### src/rtl/dropbox_fifo.sv
// dropbox_fifo: bidirectional mailbox between two independent 8-bit buses.
// Index 0 of every per-side array is side 1, index 1 is side 2. FIFO f is
// written by side f and read (and flushed) by the opposite side.
module dropbox_fifo #(
  parameter logic [7:0] DEVADDR1 = 8'h28,
  parameter logic [7:0] DEVADDR2 = 8'h28,
  parameter int         DEPTH    = 16
) (
  input  logic       clk,
  input  logic       reset,
  input  logic [7:0] OUTBUS_ADDR1,
  input  logic [7:0] OUTBUS_ADDR2,
  input  logic [7:0] OUTBUS_DATA1,
  input  logic [7:0] OUTBUS_DATA2,
  input  logic       OUTBUS_WE1,
  input  logic       OUTBUS_WE2,
  input  logic [7:0] INBUS_ADDR1,
  input  logic [7:0] INBUS_ADDR2,
  output logic [7:0] INBUS_DATA1,
  output logic [7:0] INBUS_DATA2,
  input  logic       INBUS_RE1,
  input  logic       INBUS_RE2
);

  localparam int AW = $clog2(DEPTH);
  localparam int CW = AW + 1;

  // RX count as shown in STATUS bits 7:4, clipped at 15
  function automatic logic [3:0] sat_count(input logic [CW-1:0] c);
    if (int'(c) >= 15) return 4'hF;
    return 4'(c);
  endfunction

  // Bus signals gathered into side-indexed arrays
  logic [1:0][7:0] out_addr;
  logic [1:0][7:0] out_data;
  logic [1:0][7:0] in_addr;
  logic [1:0][7:0] in_data;
  logic [1:0]      we;
  logic [1:0]      re;

  assign out_addr    = {OUTBUS_ADDR2, OUTBUS_ADDR1};
  assign out_data    = {OUTBUS_DATA2, OUTBUS_DATA1};
  assign in_addr     = {INBUS_ADDR2, INBUS_ADDR1};
  assign we          = {OUTBUS_WE2, OUTBUS_WE1};
  assign re          = {INBUS_RE2, INBUS_RE1};
  assign INBUS_DATA1 = in_data[0];
  assign INBUS_DATA2 = in_data[1];

  // Per-side decoded bus requests
  logic [1:0] push_req;   // side writes DATA
  logic [1:0] stat_wr;    // side writes STATUS
  logic [1:0] pop_req;    // side reads DATA
  logic [1:0] stat_rd;    // side reads STATUS
  logic [1:0] flush_req;  // side flushes its RX FIFO

  // Per-FIFO state exported from the generate blocks
  logic [1:0]          fifo_full;
  logic [1:0]          fifo_empty;
  logic [1:0]          fifo_ovf;   // push into FIFO f dropped (charged to side f)
  logic [1:0]          fifo_unf;   // pop of empty FIFO f (charged to the reader)
  logic [1:0][7:0]     head_data;
  logic [1:0][CW-1:0]  fifo_count;

  genvar gi;
  generate
    for (gi = 0; gi < 2; gi++) begin : g_side
      localparam logic [7:0] BASE = (gi == 0) ? DEVADDR1 : DEVADDR2;
      localparam logic [7:0] STAT = BASE + 8'd1;
      localparam int         PEER = 1 - gi;

      // ---------------- address decode for side gi ----------------
      assign push_req[gi]  = we[gi] && (out_addr[gi] == BASE);
      assign stat_wr[gi]   = we[gi] && (out_addr[gi] == STAT);
      assign pop_req[gi]   = re[gi] && (in_addr[gi] == BASE);
      assign stat_rd[gi]   = re[gi] && (in_addr[gi] == STAT);
      assign flush_req[gi] = stat_wr[gi] && out_data[gi][7];

      // ---------------- FIFO gi: written by side gi ----------------
      logic [7:0]    mem_reg [DEPTH];
      logic [AW-1:0] wr_ptr_reg;
      logic [AW-1:0] rd_ptr_reg;
      logic [CW-1:0] count_reg;
      logic          flush;
      logic          pop;
      logic          do_push;
      logic          do_pop;

      assign flush          = flush_req[PEER];
      assign pop            = pop_req[PEER];
      assign fifo_full[gi]  = (count_reg == CW'(DEPTH));
      assign fifo_empty[gi] = (count_reg == '0);

      // A pop frees the slot the push fills, so a full FIFO still accepts
      // a push when popped in the same cycle. A flush cancels both.
      assign do_push      = push_req[gi] && !flush && (!fifo_full[gi] || pop);
      assign do_pop       = pop && !flush && !fifo_empty[gi];
      assign fifo_ovf[gi] = push_req[gi] && !flush && fifo_full[gi] && !pop;
      assign fifo_unf[gi] = pop && fifo_empty[gi];

      // Storage write; contents are never cleared, only the pointers are
      always_ff @(posedge clk) begin
        if (!reset && do_push) begin
          mem_reg[wr_ptr_reg] <= out_data[gi];
        end
      end

      // Pointer and occupancy update; flush discards everything queued
      always_ff @(posedge clk) begin
        if (reset) begin
          wr_ptr_reg <= '0;
          rd_ptr_reg <= '0;
          count_reg  <= '0;
        end else if (flush) begin
          rd_ptr_reg <= wr_ptr_reg;
          count_reg  <= '0;
        end else begin
          if (do_push) wr_ptr_reg <= wr_ptr_reg + AW'(1);
          if (do_pop)  rd_ptr_reg <= rd_ptr_reg + AW'(1);
          count_reg <= count_reg + CW'(do_push) - CW'(do_pop);
        end
      end

      // Head is read asynchronously so a DATA read returns it in the same cycle
      assign head_data[gi]  = mem_reg[rd_ptr_reg];
      assign fifo_count[gi] = count_reg;

      // ---------------- sticky flags of side gi ----------------
      logic ovf_reg;
      logic unf_reg;

      // A new error event outranks a same-cycle write-1-to-clear
      always_ff @(posedge clk) begin
        if (reset) begin
          ovf_reg <= 1'b0;
          unf_reg <= 1'b0;
        end else begin
          if (fifo_ovf[gi])
            ovf_reg <= 1'b1;
          else if (stat_wr[gi] && out_data[gi][2])
            ovf_reg <= 1'b0;
          if (fifo_unf[PEER])
            unf_reg <= 1'b1;
          else if (stat_wr[gi] && out_data[gi][3])
            unf_reg <= 1'b0;
        end
      end

      // ---------------- read-back for side gi ----------------
      logic [7:0] status;
      logic [7:0] rd_data;

      assign status = {sat_count(fifo_count[PEER]), unf_reg, ovf_reg,
                       fifo_full[gi], ~fifo_empty[PEER]};

      // Read mux; zero when idle so the bus can be OR-combined
      always_comb begin
        rd_data = 8'h00;
        if (pop_req[gi])
          rd_data = fifo_empty[PEER] ? 8'h00 : head_data[PEER];
        else if (stat_rd[gi])
          rd_data = status;
      end

      assign in_data[gi] = rd_data;
    end
  endgenerate

endmodule

### config.mk
export PLATFORM = sky130hd
export DESIGN_NAME = dropbox_fifo
export DESIGN_NICKNAME = d
export VERILOG_FILES = /design/src/rtl/dropbox_fifo.sv
export SDC_FILE = /design/constraint.sdc
export NUM_CORES = 1
export LEC_CHECK = 0
export ABC_CLOCK_PERIOD_IN_PS = 3790
export CORE_ASPECT_RATIO = 2
export CORE_MARGIN = 5
export CORE_UTILIZATION = 55
export DETAILED_ROUTE_END_ITERATION = 7
export DONT_BUFFER_PORTS = 1
export MAX_ROUTING_LAYER = met4
export PLACE_DENSITY = 0.7
export SYNTH_ARGS = -nofsm -noshare
export SYNTH_HDL_FRONTEND = slang
export SYNTH_SLANG_ARGS = --single-unit
### constraint.sdc
create_clock -name clk -period 3.79 [get_ports clk]
set_input_delay 0.379 -clock clk [delete_from_list [all_inputs] [get_ports clk]]
set_output_delay 0.379 -clock clk [all_outputs]
set_load 0.005 [all_outputs]
# --- After elaboration in Yosys (flattened, before gate mapping) ---
# Memories as Yosys holds them, arrays and structs flattened. A register that Yosys moved wholly into a read port is not among the register bits.
# Cells that the tools add are included.
word_totals:
  reg_bits: 30
  mem_bits_rw: 256
  inputBits: 54
  out_inout_bits: 16
  word_cells: 121
  n_memories: 2
mem_list:
  columns: ["name", "depth", "word_bits", "rd", "rd_clocked_by_memory_dff", "write_ports", "line_no", "rtl"]
  rows:
  - ["g_side[0].mem_reg", 16, 8, 1, 1, 1, "80", "logic [7:0] mem_reg [DEPTH];"]
  - ["g_side[1].mem_reg", 16, 8, 1, 1, 1, "80", null]
classes:
  addsub: 8
  order_cmp: 2
  n_eq_ne: 10
  n_mux: 32
  bitwise_logic: 4
  reduce_logical: 53
ops:
  columns: ["cell", "count"]
  rows:
  - ["equality test 8 x 6 -> 1 bit (second input constant)", 8]
  - ["two-way mux 4 bit", 12]
  - ["two-way mux 8 bit", 6]
  - ["logical AND 1 bit", 30]
  - ["adder 4 x 1 -> 4 bit (second input constant)", 4]
  - ["two-way mux 1 bit", 14]
  - ["nonzero test 2 bit", 6]
  - ["adder 5 x 1 -> 5 bit", 2]
  - ["equality test 5 bit (second input constant)", 2]
  - [">= comparator 5 x 4 -> 1 bit (second input constant)", 2]
  - ["logical NOT 5 bit", 2]
  - ["subtractor 5 x 1 -> 5 bit", 2]
  - ["logical NOT 1 bit", 9]
  - ["NOT 1 bit", 4]
  - ["AND reduction 2 bit", 2]
  - ["OR reduction 2 bit", 2]
  - ["logical OR 1 bit", 2]

# --- Depth between registers and ports, before layout ---
# Gate-level depths: netlist of run 1.
logic_depth:
  word_depth: 10
  ltp_mapped: 16

# --- Worst setup path before layout of run 1 ---
# No wires, ideal clock.
synth_timing:
  path_kind: "input port to flip-flop"
  startpoint: "input OUTBUS_ADDR1[1]"
  endpoint: "register g_side[1].count_reg[4]"
  setup_time_ns: 0.134
  t_arrival_ns: 2.955
  required_time_ns: 3.656
  path_slack_ns: 0.700
  stages: 14
  n_path_buf: 1
  path_cell_list: "or4bb_1 -> nor3_4 -> nor3_4 -> inv_2 -> buf_6 -> ha_1 -> inv_1 -> ha_1 -> inv_1 -> fa_1 -> nand2b_1 -> a21oi_1 -> o21a_1 -> nor4_1"
synth_between:
  elab_chain_len: 8
synth_lines:
  columns: ["item", "line_no", "rtl"]
  rows:
  - ["from (decl)", "11", "input logic [7:0] OUTBUS_ADDR1,"]
  - ["equality test 8 x 6 -> 1 bit *", "74", "assign stat_wr[gi] = we[gi] && (out_addr[gi] == STAT);"]
  - ["logical AND 1 bit *", "74", null]
  - ["logical AND 1 bit *", "77", "assign flush_req[gi] = stat_wr[gi] && out_data[gi][7];"]
  - ["logical NOT 1 bit", "96, 97", null]
  - ["logical AND 1 bit (2 in series)", "96", "assign do_push = push_req[gi] && !flush && (!fifo_full[gi] || pop);"]
  - ["adder 5 x 1 -> 5 bit", "120", "count_reg <= count_reg + CW'(do_push) - CW'(do_pop);"]
  - ["subtractor 5 x 1 -> 5 bit", "120", null]
  - ["to (signal assigned)", "120", null]
  - ["to (decl)", "83", "logic [CW-1:0] count_reg;"]
# Mark *: on every way between the ends. The rest lies on a longest branch, timed or not.
# A chain may end at the register's enable or synchronous reset.

# --- Final worst setup path of run 1 ---
layout_timing:
  startpoint: "register g_side[1].count_reg[2]"
  endpoint: "register g_side[1].count_reg[4]"
layout_between:
  elab_chain_len: 6
layout_lines:
  columns: ["item", "line_no", "rtl"]
  rows:
  - ["equality test 5 bit", "91", "assign fifo_full[gi] = (count_reg == CW'(DEPTH));"]
  - ["logical NOT 1 bit", "96", null]
  - ["logical OR 1 bit", "96", null]
  - ["logical AND 1 bit", "96", null]
  - ["adder 5 x 1 -> 5 bit", "120", null]
  - ["subtractor 5 x 1 -> 5 bit *", "120", null]
# Marked as above.

==> metrics.md, run 1 <==
| Metric | Value |
|---|---|
| Fmax | 0.307 GHz |
| Worst Setup Start Kind | flop |
| Total Nets Final | 832 |
| HP Class | input pin to flop |
| FF+latch count, synth | 294 |
| Gate Count Post-Synth | just over 700 |
| Row cnt | 78 |
| PwrDens | 438 nW/µm² |
| Final setup viols | 0 |
| Vias in the first global route | 7022 |
| GRT overflow | 0 |
| Initial Util | 0.556 |
| IO buf count | 0 |
| Synthesized area | ~13000 µm² |
| FILL cells | 1583 |
| Via density | roughly 6.3 |
| Register area | 8450 µm² |
| Final Hold Viols | 0 |
| Worst-Skew Late Latency | ~0.54 ns |
| Max_cap viols | 0 |
| Yosys top cell area share | 0.613 |
| Pins Over Slew Limit | 0 |
| Die Y | 223 µm |
| CP required | 4.17 ns |
| Post-synth EDFFs | 256 |
| IR drop worst, VDD | 0.419 mV |
| Layout area overhead | 11.8% |
| GRT Resource Usage Total | 0.230 |
| CP delay by family, top | simple AND/OR/NAND/NOR gates |
| Period utilization | 0.861 |
| CTS Buf Count | 24 |
| Clock Skews | 0.0184 ns |
| CTS root buf | clkbuf_16 |
| Synth unique cells | 69 |
| H-Tree Depth | 1 |
| Max reg flops | 256 |
| Hpwl dp | roughly 21 mm |
| CP Cell Sequence | inv_1 -> ha_1 -> or4b_2 -> nand4_1 -> nor2_1 -> ha_1 -> inv_1 -> ha_1 -> inv_1 -> fa_1 -> nand2b_1 -> a21oi_1 -> o21a_1 -> nor4_1 |
| Iter 0 DRT Violations | 448 |
| Status | completed |
| CTS tree | built |
| Die ar. | 26100 µm² |
| Largest net degree at the start of global routing | 32 |
| Die width | ~120 µm |
| Final worst path period need | 3.26 ns |
| Net Count, Synth | 794 |
| Routed len/inst | approximately 27 µm |
| Setup tns final | 0 ns |
| Final ANT Viol Nets | 0 |
| Initial antenna violation count | 2 |
| Top cells by area, synth | edfxtp_1 61%, mux4_2 10%, dfxtp_1 6.1%, ha_1 2.8%, mux2i_1 1.9% |
| Post-synth ARST share | 0 |
| Main synth FF type | edfxtp_1 |
| CP bufs+invs | 3 |
| First-pass GRT wire length | 42.3 mm |
| Placer congestion estimate | 0.930 |
| Type of destination of the critical path | flop |
| Critical path class | flop to flop |
| RSZ-0062 raised after global routing | no |
| DRT Pass-1 Iters | 5 |
| Leakage | approximately 4.4 nW |
| # clock sinks | ~300 |
| Worst-path fanout max | 6 |
| Core area | 22500 µm² |
| Critical Path Max Stage Delay | 0.66 ns |
| Worst Path Arrival | 3.64 ns |
| Post-synth top area cell | edfxtp_1 |
| Mean post-synth cell area | 17.6 µm² |
| # IOs | 70 |
| CTS Buffer Depth | 3 |
| Slew HR | 0.408 |
| Sequential area share after synthesis | 0.674 |
| Max stage delay cell, worst path | or4b_2 |
| Yosys warns | 0 |
| Clock slew at reported path FFs | 0.08 ns |
| DRT Wirelength | 28.7 mm |
| Area of the multi-input gates | 3860 µm² |
| Drt drc | 0 |
| Final hold slack | between 0.03 and 0.04 ns |
| Layout cells sized above 1 | 0.218 |
| Worst-Margin Slew | 0.885 ns |
| Vias | around 6600 |
## synth_stat cells, drive strengths merged, types with 3 or more instances
| cell | count |
|---|---|
| o21ai | 8 |
| nand3b | 3 |
| nand2b | 13 |
| clkbuf | 17 |
| a221o | 6 |
| nand2 | 12 |
| nand3 | 4 |
| and2 | 6 |
| mux2i | 24 |
| a31oi | 3 |
| inv | 28 |
| and3 | 15 |
| mux2 | 16 |
| nor2b | 3 |
| ha | 28 |
| a211oi | 3 |
| and4bb | 4 |
| nor2 | 28 |
| mux4 | 64 |
| nand4 | 7 |
| edfxtp | 256 |
| xnor2 | 5 |
| dfxtp | 38 |
| nor3 | 15 |
| a311oi | 4 |
| a21oi | 10 |
| buf | 17 |
| nor4b | 10 |
| nor4 | 14 |
| o221ai | 4 |
| or3 | 6 |
## worst paths after layout
| check | start | to | slack, ns | cells after the start |
|---|---|---|---|---|
| setup / recovery | g_side[1].count_reg[2] | g_side[1].count_reg[4] | 0.53 | 14 |
| hold / removal | reset | flop | 0.03 | 2 |
| setup reg to reg | g_side[1].count_reg[2] | g_side[1].count_reg[4] | 0.53 | 14 |
| hold reg to reg | g_side[0].unf_reg | g_side[0].unf_reg | 0.48 | 2 |
## cell type report
type,count,share of cell area
clock inverter,17,0.0130
timing repair buffer,46,0.0295
antenna,4,0.000715
multi-input combinational,354,0.276
inverter,28,0.00750
tap,280,0.0250
clock buffer,27,0.0452
sequential,294,0.603
## routing by layer
| layer | track usage | wire length (µm) | vias up | part of all wire |
|---|---|---|---|---|
| met4 | 0.0859 | 1110 | 0 | 0.039 |
| met3 | 0.0432 | 1700 | 68 | 0.059 |
| met1 | 0.219 | 9000 | 3379 | 0.31 |
| met5 | - | 0 | - | 0 |
| li1 | - | - | 2952 | - |
| met2 | 0.440 | 16900 | 220 | 0.59 |
## metrics by stage
stage	std cells	utilization	cell area (µm²)	worst slack, ns	power [mW]
6_report	1050	0.621	14000	0.528	6.14
5_1_grt	1049	0.621	14000	0.282	6.34
4_1_cts	1046	0.621	14000	0.535	6.18
3_5_place_dp	985	0.577	13000	0.505	3.61
3_3_place_gp	985	0.577	13000	0.613	3.61
2_1_floorplan	710	-	12500	0.700	3.61
## what timing repair did
action / CTS / global route
buffers inserted: 0 / 0
hold endpoints to repair: 282 / 0
hold buffers: 17 / 0
gates resized for setup: 0 / 0
## cells by family after synthesis
logic type | after synthesis | share of synthesized area
xor gates and xnor gates | 7 | 0.00489
adders and majority gates | 30 | 0.0312
muxes | 104 | 0.151
and+or+nand+nor | 156 | 0.0819
buffers and inverters | 62 | 0.0237
DFF | 294 | 0.674
AOI/OAI and AO/OA | 57 | 0.0332
## cell usage in the layout (no fill, tap or decap), drive strengths merged, types with 17 or more instances in the layout
master,instances
edfxtp,256
mux4,64
dfxtp,38
buf,29
nor2,28
ha,28
inv,28
clkbuf,27
mux2i,24
dlygate4sd3,17
## report_power, final
group	total (mW)	internal, mW	switching (mW)
registers	3.51	3.51	0.000835
logic	0.0825	0.0257	0.0568
clock network	2.55	1.42	1.13
Note: power is estimated with default switching activity, not from simulation.
==> inputs of run 2 (changes only) <==
CAP_MARGIN = 20   (was not set)
==> results of run 2 <==
Final layout, timing and power as in run 1 (identical DEF).
